$ cat config.mk
export PLATFORM = sky130hd
export DESIGN_NAME = if_fetch_unit
export DESIGN_NICKNAME = d
export VERILOG_FILES = /design/src/rtl/if_fetch_unit_pkg.sv /design/src/rtl/if_fetch_unit_queue.sv /design/src/rtl/if_fetch_unit.sv
export SDC_FILE = /design/constraint.sdc
export NUM_CORES = 1
export LEC_CHECK = 0
export BUFFER_PORTS_ARGS = -buffer_cell sky130_fd_sc_hd__buf_2
export CORE_MARGIN = 2
export CORE_UTILIZATION = 50
export CTS_BUF_LIST = sky130_fd_sc_hd__clkbuf_2 sky130_fd_sc_hd__clkbuf_4 sky130_fd_sc_hd__clkbuf_8
export DETAILED_ROUTE_END_ITERATION = 12
export PLACE_DENSITY = 0.7
export SYNTH_ARGS = -nofsm -noshare
export SYNTH_HDL_FRONTEND = slang
export SYNTH_SLANG_ARGS = --single-unit
$ cat constraint.sdc
create_clock -name clk -period 16.8 [get_ports clk]
set_input_delay 2.52 -clock clk [delete_from_list [all_inputs] [get_ports clk]]
set_output_delay 2.52 -clock clk [all_outputs]
set_load 0.02 [all_outputs]
$ cat src/rtl/if_fetch_unit_pkg.sv
// Shared types and constants for the instruction-fetch stage.
// Holds the fetch FSM encoding and the reset/sequential PC values.
package if_fetch_unit_pkg;

  typedef enum logic {
    S_REQ  = 1'b0,
    S_DROP = 1'b1
  } fetch_state_e;

  localparam logic [31:0] RESET_PC = 32'h0000_3000;
  localparam int          PC_STEP  = 4;

endpackage

$ cat src/rtl/if_fetch_unit_queue.sv
// Two-entry synchronous FIFO with flush and occupancy count.
// Head entry is presented combinationally on rdata_o.
module fetch_queue #(
  parameter int W = 64
) (
  input  logic         clk,
  input  logic         rst,
  input  logic         flush_i,
  input  logic         push_i,
  input  logic [W-1:0] wdata_i,
  input  logic         pop_i,
  output logic [W-1:0] rdata_o,
  output logic         valid_o,
  output logic [1:0]   count_o
);

  logic [W-1:0] mem_q [2];
  logic         rd_ptr_q, wr_ptr_q;
  logic [1:0]   count_q, count_d;
  logic         do_push, do_pop;

  assign do_pop  = pop_i && (count_q != 2'd0);
  // A push into a full queue is legal only while the head leaves.
  assign do_push = push_i && ((count_q != 2'd2) || do_pop);
  assign count_d = count_q + {1'b0, do_push} - {1'b0, do_pop};

  assign rdata_o = mem_q[rd_ptr_q];
  assign valid_o = (count_q != 2'd0);
  assign count_o = count_q;

  always_ff @(posedge clk) begin
    if (rst) begin
      mem_q[0] <= '0;
      mem_q[1] <= '0;
      rd_ptr_q <= 1'b0;
      wr_ptr_q <= 1'b0;
      count_q  <= 2'd0;
    end else if (flush_i) begin
      rd_ptr_q <= 1'b0;
      wr_ptr_q <= 1'b0;
      count_q  <= 2'd0;
    end else begin
      if (do_push) begin
        mem_q[wr_ptr_q] <= wdata_i;
        wr_ptr_q        <= ~wr_ptr_q;
      end
      if (do_pop) rd_ptr_q <= ~rd_ptr_q;
      count_q <= count_d;
    end
  end

endmodule

$ cat src/rtl/if_fetch_unit.sv
// Instruction-fetch stage: PC register, imem req/ack handshake,
// redirect handling and a 2-entry buffer towards decode.
module if_fetch_unit
  import if_fetch_unit_pkg::*;
#(
  parameter int ADDR_W = 32,
  parameter int DATA_W = 32,
  parameter logic [ADDR_W-1:0] RESET_PC =
    ADDR_W'(if_fetch_unit_pkg::RESET_PC),
  parameter int PC_STEP = if_fetch_unit_pkg::PC_STEP
) (
  input  logic              clk,
  input  logic              rst,
  input  logic              redirect_valid,
  input  logic [ADDR_W-1:0] redirect_pc,
  output logic              imem_req,
  output logic [ADDR_W-1:0] imem_addr,
  input  logic              imem_ack,
  input  logic [DATA_W-1:0] imem_rdata,
  output logic              out_valid,
  output logic [ADDR_W-1:0] out_pc,
  output logic [DATA_W-1:0] out_instr,
  input  logic              out_ready
);

  localparam int QW = ADDR_W + DATA_W;

  fetch_state_e      state_q, state_d;
  logic [ADDR_W-1:0] pc_q, pc_d;
  logic [ADDR_W-1:0] drop_addr_q, drop_addr_d;

  logic          req_raw, ack;
  logic          q_flush, q_push, q_pop, q_valid;
  logic [QW-1:0] q_rdata;
  logic [1:0]    q_count;

  fetch_queue #(.W(QW)) u_queue (
    .clk     (clk),
    .rst     (rst),
    .flush_i (q_flush),
    .push_i  (q_push),
    .wdata_i ({pc_q, imem_rdata}),
    .pop_i   (q_pop),
    .rdata_o (q_rdata),
    .valid_o (q_valid),
    .count_o (q_count)
  );

  // Request only when the returning word is sure to find a free slot.
  assign req_raw = (state_q == S_DROP) || (q_count != 2'd2);
  assign ack     = imem_ack && req_raw;
  assign q_pop   = q_valid && out_ready;

  assign imem_req  = !rst && req_raw;
  assign imem_addr = rst ? '0 :
                     (state_q == S_DROP) ? drop_addr_q : pc_q;
  assign out_valid = !rst && q_valid;
  assign out_pc    = rst ? '0 : q_rdata[QW-1:DATA_W];
  assign out_instr = rst ? '0 : q_rdata[DATA_W-1:0];

  always_comb begin
    state_d     = state_q;
    pc_d        = pc_q;
    drop_addr_d = drop_addr_q;
    q_flush     = 1'b0;
    q_push      = 1'b0;
    unique case (state_q)
      S_REQ: begin
        if (redirect_valid) begin
          pc_d    = redirect_pc;
          q_flush = 1'b1;
          if (req_raw && !ack) begin
            state_d     = S_DROP;
            drop_addr_d = pc_q;
          end
        end else if (ack) begin
          q_push = 1'b1;
          pc_d   = pc_q + ADDR_W'(PC_STEP);
        end
      end
      S_DROP: begin
        q_flush = redirect_valid;
        if (redirect_valid) pc_d = redirect_pc;
        if (ack) state_d = S_REQ;
      end
      default: state_d = S_REQ;
    endcase
  end

  always_ff @(posedge clk) begin
    if (rst) begin
      state_q     <= S_REQ;
      pc_q        <= RESET_PC;
      drop_addr_q <= '0;
    end else begin
      state_q     <= state_d;
      pc_q        <= pc_d;
      drop_addr_q <= drop_addr_d;
    end
  end

endmodule
# After elaboration in Yosys (flattened, before gate mapping)
# Memories as Yosys holds them, arrays and structs flattened. A register that Yosys moved wholly into a read port is not among the register bits.
# Cells that the tools add are included.
# W data, S select, Z words.
[word_totals]
ff_bits = 69
latch_bits = 0
ramBits = 128
rom_bits = 0
inputBits = 69
output_inout_bits = 98
memories = 1
[memory_table]
columns = ["memory", "depth", "width", "read_ports", "rd_ports_with_merged_regs", "wr", "line", "text"]
rows = [
  ["u_queue.mem_q", 2, 64, 1, 1, 2, "if_fetch_unit_queue.sv:17", "logic [W-1:0] mem_q [2];"],
]
[op_classes]
n_addsub = 3
multipliers = 0
n_div = 0
n_lt_le_gt_ge = 0
n_eq_ne = 3
n_shift = 0
n_mux = 28
bitwise_logic = 3
n_reduce_logical = 16
[ops]
columns = ["op", "n"]
rows = [
  ["$mux W32", 7],
  ["$mux W64", 1],
  ["$pmux W32 S2", 1],
  ["$reduce_or A64 Y1", 1],
  ["$add A32 B3 Y32 const B", 1],
  ["$mux W1", 17],
  ["$logic_and A1 B1 Y1", 7],
  ["$ne A2 B2 Y1 const B", 2],
  ["$pmux W1 S2", 2],
  ["$ne A3 B3 Y1 const B", 1],
  ["$not A1 Y1", 3],
  ["$reduce_and A3 Y1", 1],
  ["$add A2 B1 Y2", 1],
  ["$logic_not A1 Y1", 2],
  ["$logic_or A1 B1 Y1", 2],
  ["$reduce_and A2 Y1", 1],
  ["$reduce_bool A2 Y1", 1],
  ["$reduce_or A2 Y1", 1],
  ["$sub A2 B1 Y2", 1],
]

# Logic depth before layout (Yosys ltp)
[depth]
word_depth = 13
depth_mapped = 8

# By module
# A second synthesis with hierarchy kept.
[hier_totals]
hier_cells = 932
area_unflattened_um2 = 10032.1
[by_module_without_submodules]
columns = ["module", "instances", "cells_per_inst", "area_each_um2", "seq_area_each_um2"]
rows = [
  ["fetch_queue", 1, 367, 5889.4, 3943.8],
  ["if_fetch_unit", 1, 565, 4142.7, 1301.2],
]

# Least setup slack after synthesis
# Ideal clock, no wire load.
[synth_path]
path_kind = "in2reg"
from = "in imem_ack"
to = "mem u_queue.mem_q[0][0], enable pin"
setup_ns = 0.581
arrival_ns = 7.728
required_time_ns = 16.219
slack_ns = 8.491
cell_stages = 4
path_buffers = 1
cell_sequence = "nor2b_1 > nand2_1 > clkbuf_1 > o31ai_1"
[synth_rtl]
columns = ["item", "line", "text"]
rows = [
  ["start: declaration", "if_fetch_unit.sv:18", "input logic imem_ack,"],
  ["end: declaration", "if_fetch_unit_queue.sv:17", ""],
]

# Worst setup path after layout
[layout_path]
from = "in rst"
to = "out out_pc[31]"
[layout_between]
elab_chain_len = 1
[layout_lines]
columns = ["item", "line", "text"]
rows = [
  ["start: declaration", "if_fetch_unit.sv:13", "input logic rst,"],
  ["$mux W32", "if_fetch_unit.sv:58", "assign out_pc = rst ? '0 : q_rdata[QW-1:DATA_W];"],
  ["end: declaration", "if_fetch_unit.sv:21", "output logic [ADDR_W-1:0] out_pc,"],
]
# No other way between the ends.

==> metrics.md <==
| Metric | Value |
|---|---|
| Post-synth EDFFs | `128` |
| Async set-reset flop share out of synthesis | `0%` |
| Die ar. | `20200 um2` |
| Post-Route Skew | `0.0161 ns` |
| RSZ-0062 raised after global routing | `false` |
| Highest metal used | `met4` |
| Setup bufs post-CTS | `0` |
| Inserted Clock Buffers | `17` |
| Vert. Die Dim | `142 um` |
| Most frequent cells in the layout | `buf_2 (165), and2_1 (129), nor2_1 (128), edfxtp_1 (128), mux2i_1 (97)` |
| Slew Limit Fails | `0` |
| Commonest non-fill, non-tap cell in the layout | `buf_2` |
| Via count | `6876` |
| TritonCTS Sinks | `198` |
| Switching Fraction | `28.2%` |
| Clk Latency, worst-skew pair | `0.48 ns` |
| Hpwl dp | `13.9 mm` |
| Crit-path max cell delay | `0.71 ns` |
| Total GRT Usage | `21.8%` |
| Pwr Total | `963 uW` |
| WP data required | `14.28 ns` |
| H-tree depth | `4` |
| Status | `finished clean` |
| Synthesis warning total | `0` |
| Worst vdd ir | `0.0000493 V` |
| Post-synth top flop | `edfxtp_1` |
| Post-CTS sizing | `0` |
| Syn_nets | `989` |
| Fillers | `1614` |
| Met3 WL | `1.25 mm` |
| Fmax | `146 MHz` |
| Slew @ Worst Pin | `1.15 ns` |
| Pre-antenna DRT Iters | `6` |
| Fraction of layout cells with a size suffix above 1 | `21.9%` |
| Num ports | `167` |
| Combinational share of power | `11.5%` |
| Initial DRC Count | `570` |
| Worst-path clk slew | `0.10 ns` |
| Distinct cell type count after synthesis | `52` |
| Static Leak | `4.22 nW` |
| Routed metal-1 wirelength | `10.3 mm` |
| Initial antenna violation count | `0` |
| Layout overhead on the synthesized area | `13.5%` |
| Crit-path cells | `buf_4 -> buf_4 -> nor2_1 -> buf_2` |
| Worst relative slew slack | `23.5%` |
| Setup CP Type | `input port to output pin` |
| Initial Utilization | `50.9%` |
| Post-CTS Hold Fix Bufs | `0` |
| Final net count | `1108` |
| Avg WL per Cell | `17.0 um` |
| Placeable core area | `18700 um2` |
| Min Tclk post-route | `6.84 ns` |
| Synth Register Bits | `198` |
| Hold Crit Class | `register to register` |
| Final worst path period share | `40.7%` |
| Startpoint type of the worst setup path | `input port` |
| Dpl cells | `1251` |
| Routability Congestion | `0.887` |
| Seq pwr share | `58.4%` |
| Int Power | `691 uW` |
| Most used cell along the critical path | `buf_4` |
| Mapped cell area | `9530 um2` |
| Vias in the first global route | `6303` |
| PortBufs | `166` |
| Max Cap Viol | `0` |
| Average size of a mapped cell | `10.4 um2` |
| Setup TNS Final | `0 ns` |
| Worst Setup End Kind | `output pin` |
| Power density cells | `89.0 nW/um2` |
| FP Rows | `50` |
| Synth Instances | `917` |
| Total global routing overflow | `0` |
| Worst EP arrival | `4.32 ns` |
| P_sw | `272 uW` |
| # setup viols final | `0` |
| First-pass GRT wire length | `34.0 mm` |
| Final hold violations | `0` |
| CP max-delay cell | `buf_4` |
| Largest net degree at the start of global routing | `96` |
| Max Root-Sink Buffers | `2` |
| Post-Layout Cell Count | `1283` |
| Sequential fraction of the synthesis area | `55.0%` |
| Root buffer cell | `clkbuf_8` |
| WL met2 | `9.89 mm` |
| Die X | `142 um` |
| Routed WL | `21.8 mm` |
| DR DRC count | `0` |
| CP max FO | `95` |
| # diodes | `0` |
| CTS tree | `yes` |
| DR vias/cell | `5.36` |
| Detail Route Antenna Nets | `0` |
| Clock group share of total power | `30.1%` |
==> sequential cells by signal, summed over array words and instances (netlist names), named ones only <==
| signal | count |
|---|---|
| state_q | 1 |
| pc_q | 32 |
| u_queue.rd_ptr_q | 1 |
| u_queue.mem_q | 128 |
| u_queue.count_o | 2 |
| drop_addr_q | 32 |
| u_queue.wr_ptr_q | 1 |
==> layer usage <==
| metal | GRT usage (%) | up-vias |
|---|---|---|
| met4 | 5.63 | 0 |
| li1 | - | 3401 |
| met2 | 33.2 | 217 |
| met5 | 0 | - |
| met3 | 4.74 | 20 |
| met1 | 31.7 | 3238 |
==> kinds of logic after synthesis <==
group,Yosys count,synth area share [%]
and+or+nand+nor,428,23.0
DFF,198,55.0
muxes,100,10.5
buffers and inverters,84,3.72
AOI/OAI and AO/OA,82,5.32
xor gates and xnor gates,22,2.02
adders and majority gates,3,0.394
==> cells in the mapped netlist (3+ instances only) <==
library cell,instances,area (um2)
and2_1,129,807
edfxtp_1,128,3840
nor2_1,128,480
mux2i_1,97,971
nand2_1,96,360
dfxtp_1,70,1400
a21oi_1,45,225
clkbuf_1,38,143
buf_2,24,120
nand3_1,17,85.1
xor2_1,14,123
buf_1,12,45.0
a211oi_1,11,82.6
nand4_1,11,68.8
nor3_1,11,55.1
inv_1,8,30.0
xnor2_1,8,70.1
and3_1,5,31.3
nor4_1,4,25.0
nor4_2,4,50.1
nor4b_1,4,35.0
o21ai_0,4,20.0
a31oi_1,3,18.8
and4_1,3,26.3
ha_1,3,37.5
mux2_2,3,33.8
==> critical path, delay by kind of cell <==
family | cells | cell delay, ns
simple gates | 1 | 0.13
buf+inv | 3 | 1.60
==> power by group through the flow <==
stage          Clock (mW)  Combinational [mW]  Sequential (mW)
3_3_place_gp            0               0.111            0.572
4_1_cts             0.296               0.112            0.563
5_1_grt             0.319               0.122            0.566
6_report            0.290               0.111            0.563
3_5_place_dp            0               0.112            0.574
2_1_floorplan           0              0.0799            0.565
==> stage by stage <==
stage	worst slack (ns)	hold WS, ns	area (um2)	util, %
floorplan	8.49	0.436	9530	-
finish	9.96	0.459	10800	57.8
detailed placement	9.96	0.448	10400	55.8
global route	9.79	0.482	10800	57.8
CTS	9.95	0.463	10800	57.8
global placement	10.06	0.441	10400	55.8
==> final cells by class <==
type / instances / area, um2 / area share [%]
Tap cell: 234 / 293 / 2.71
Inverter: 8 / 30.0 / 0.278
Clock buffer: 17 / 234 / 2.16
Clock inverter: 15 / 140 / 1.30
Timing Repair Buffer: 176 / 908 / 8.40
Sequential cell: 198 / 5250 / 48.5
Multi-Input combinational cell: 635 / 3960 / 36.6
==> worst paths after layout <==
kind	startpoint	end	slack, ns	depth (start not counted)
max	rst	out_pc[31]	9.96	4
max reg2reg	state_q$_SDFF_PP0_	u_queue.mem_q[1][49]$_SDFFCE_PN0P_	13.68	6
min	drop_addr_q[14]$_SDFFE_PP0P_	drop_addr_q[14]$_SDFFE_PP0P_	0.46	2
min reg2reg	drop_addr_q[14]$_SDFFE_PP0P_	drop_addr_q[14]$_SDFFE_PP0P_	0.46	2
Note: power is estimated with default switching activity, not from simulation.
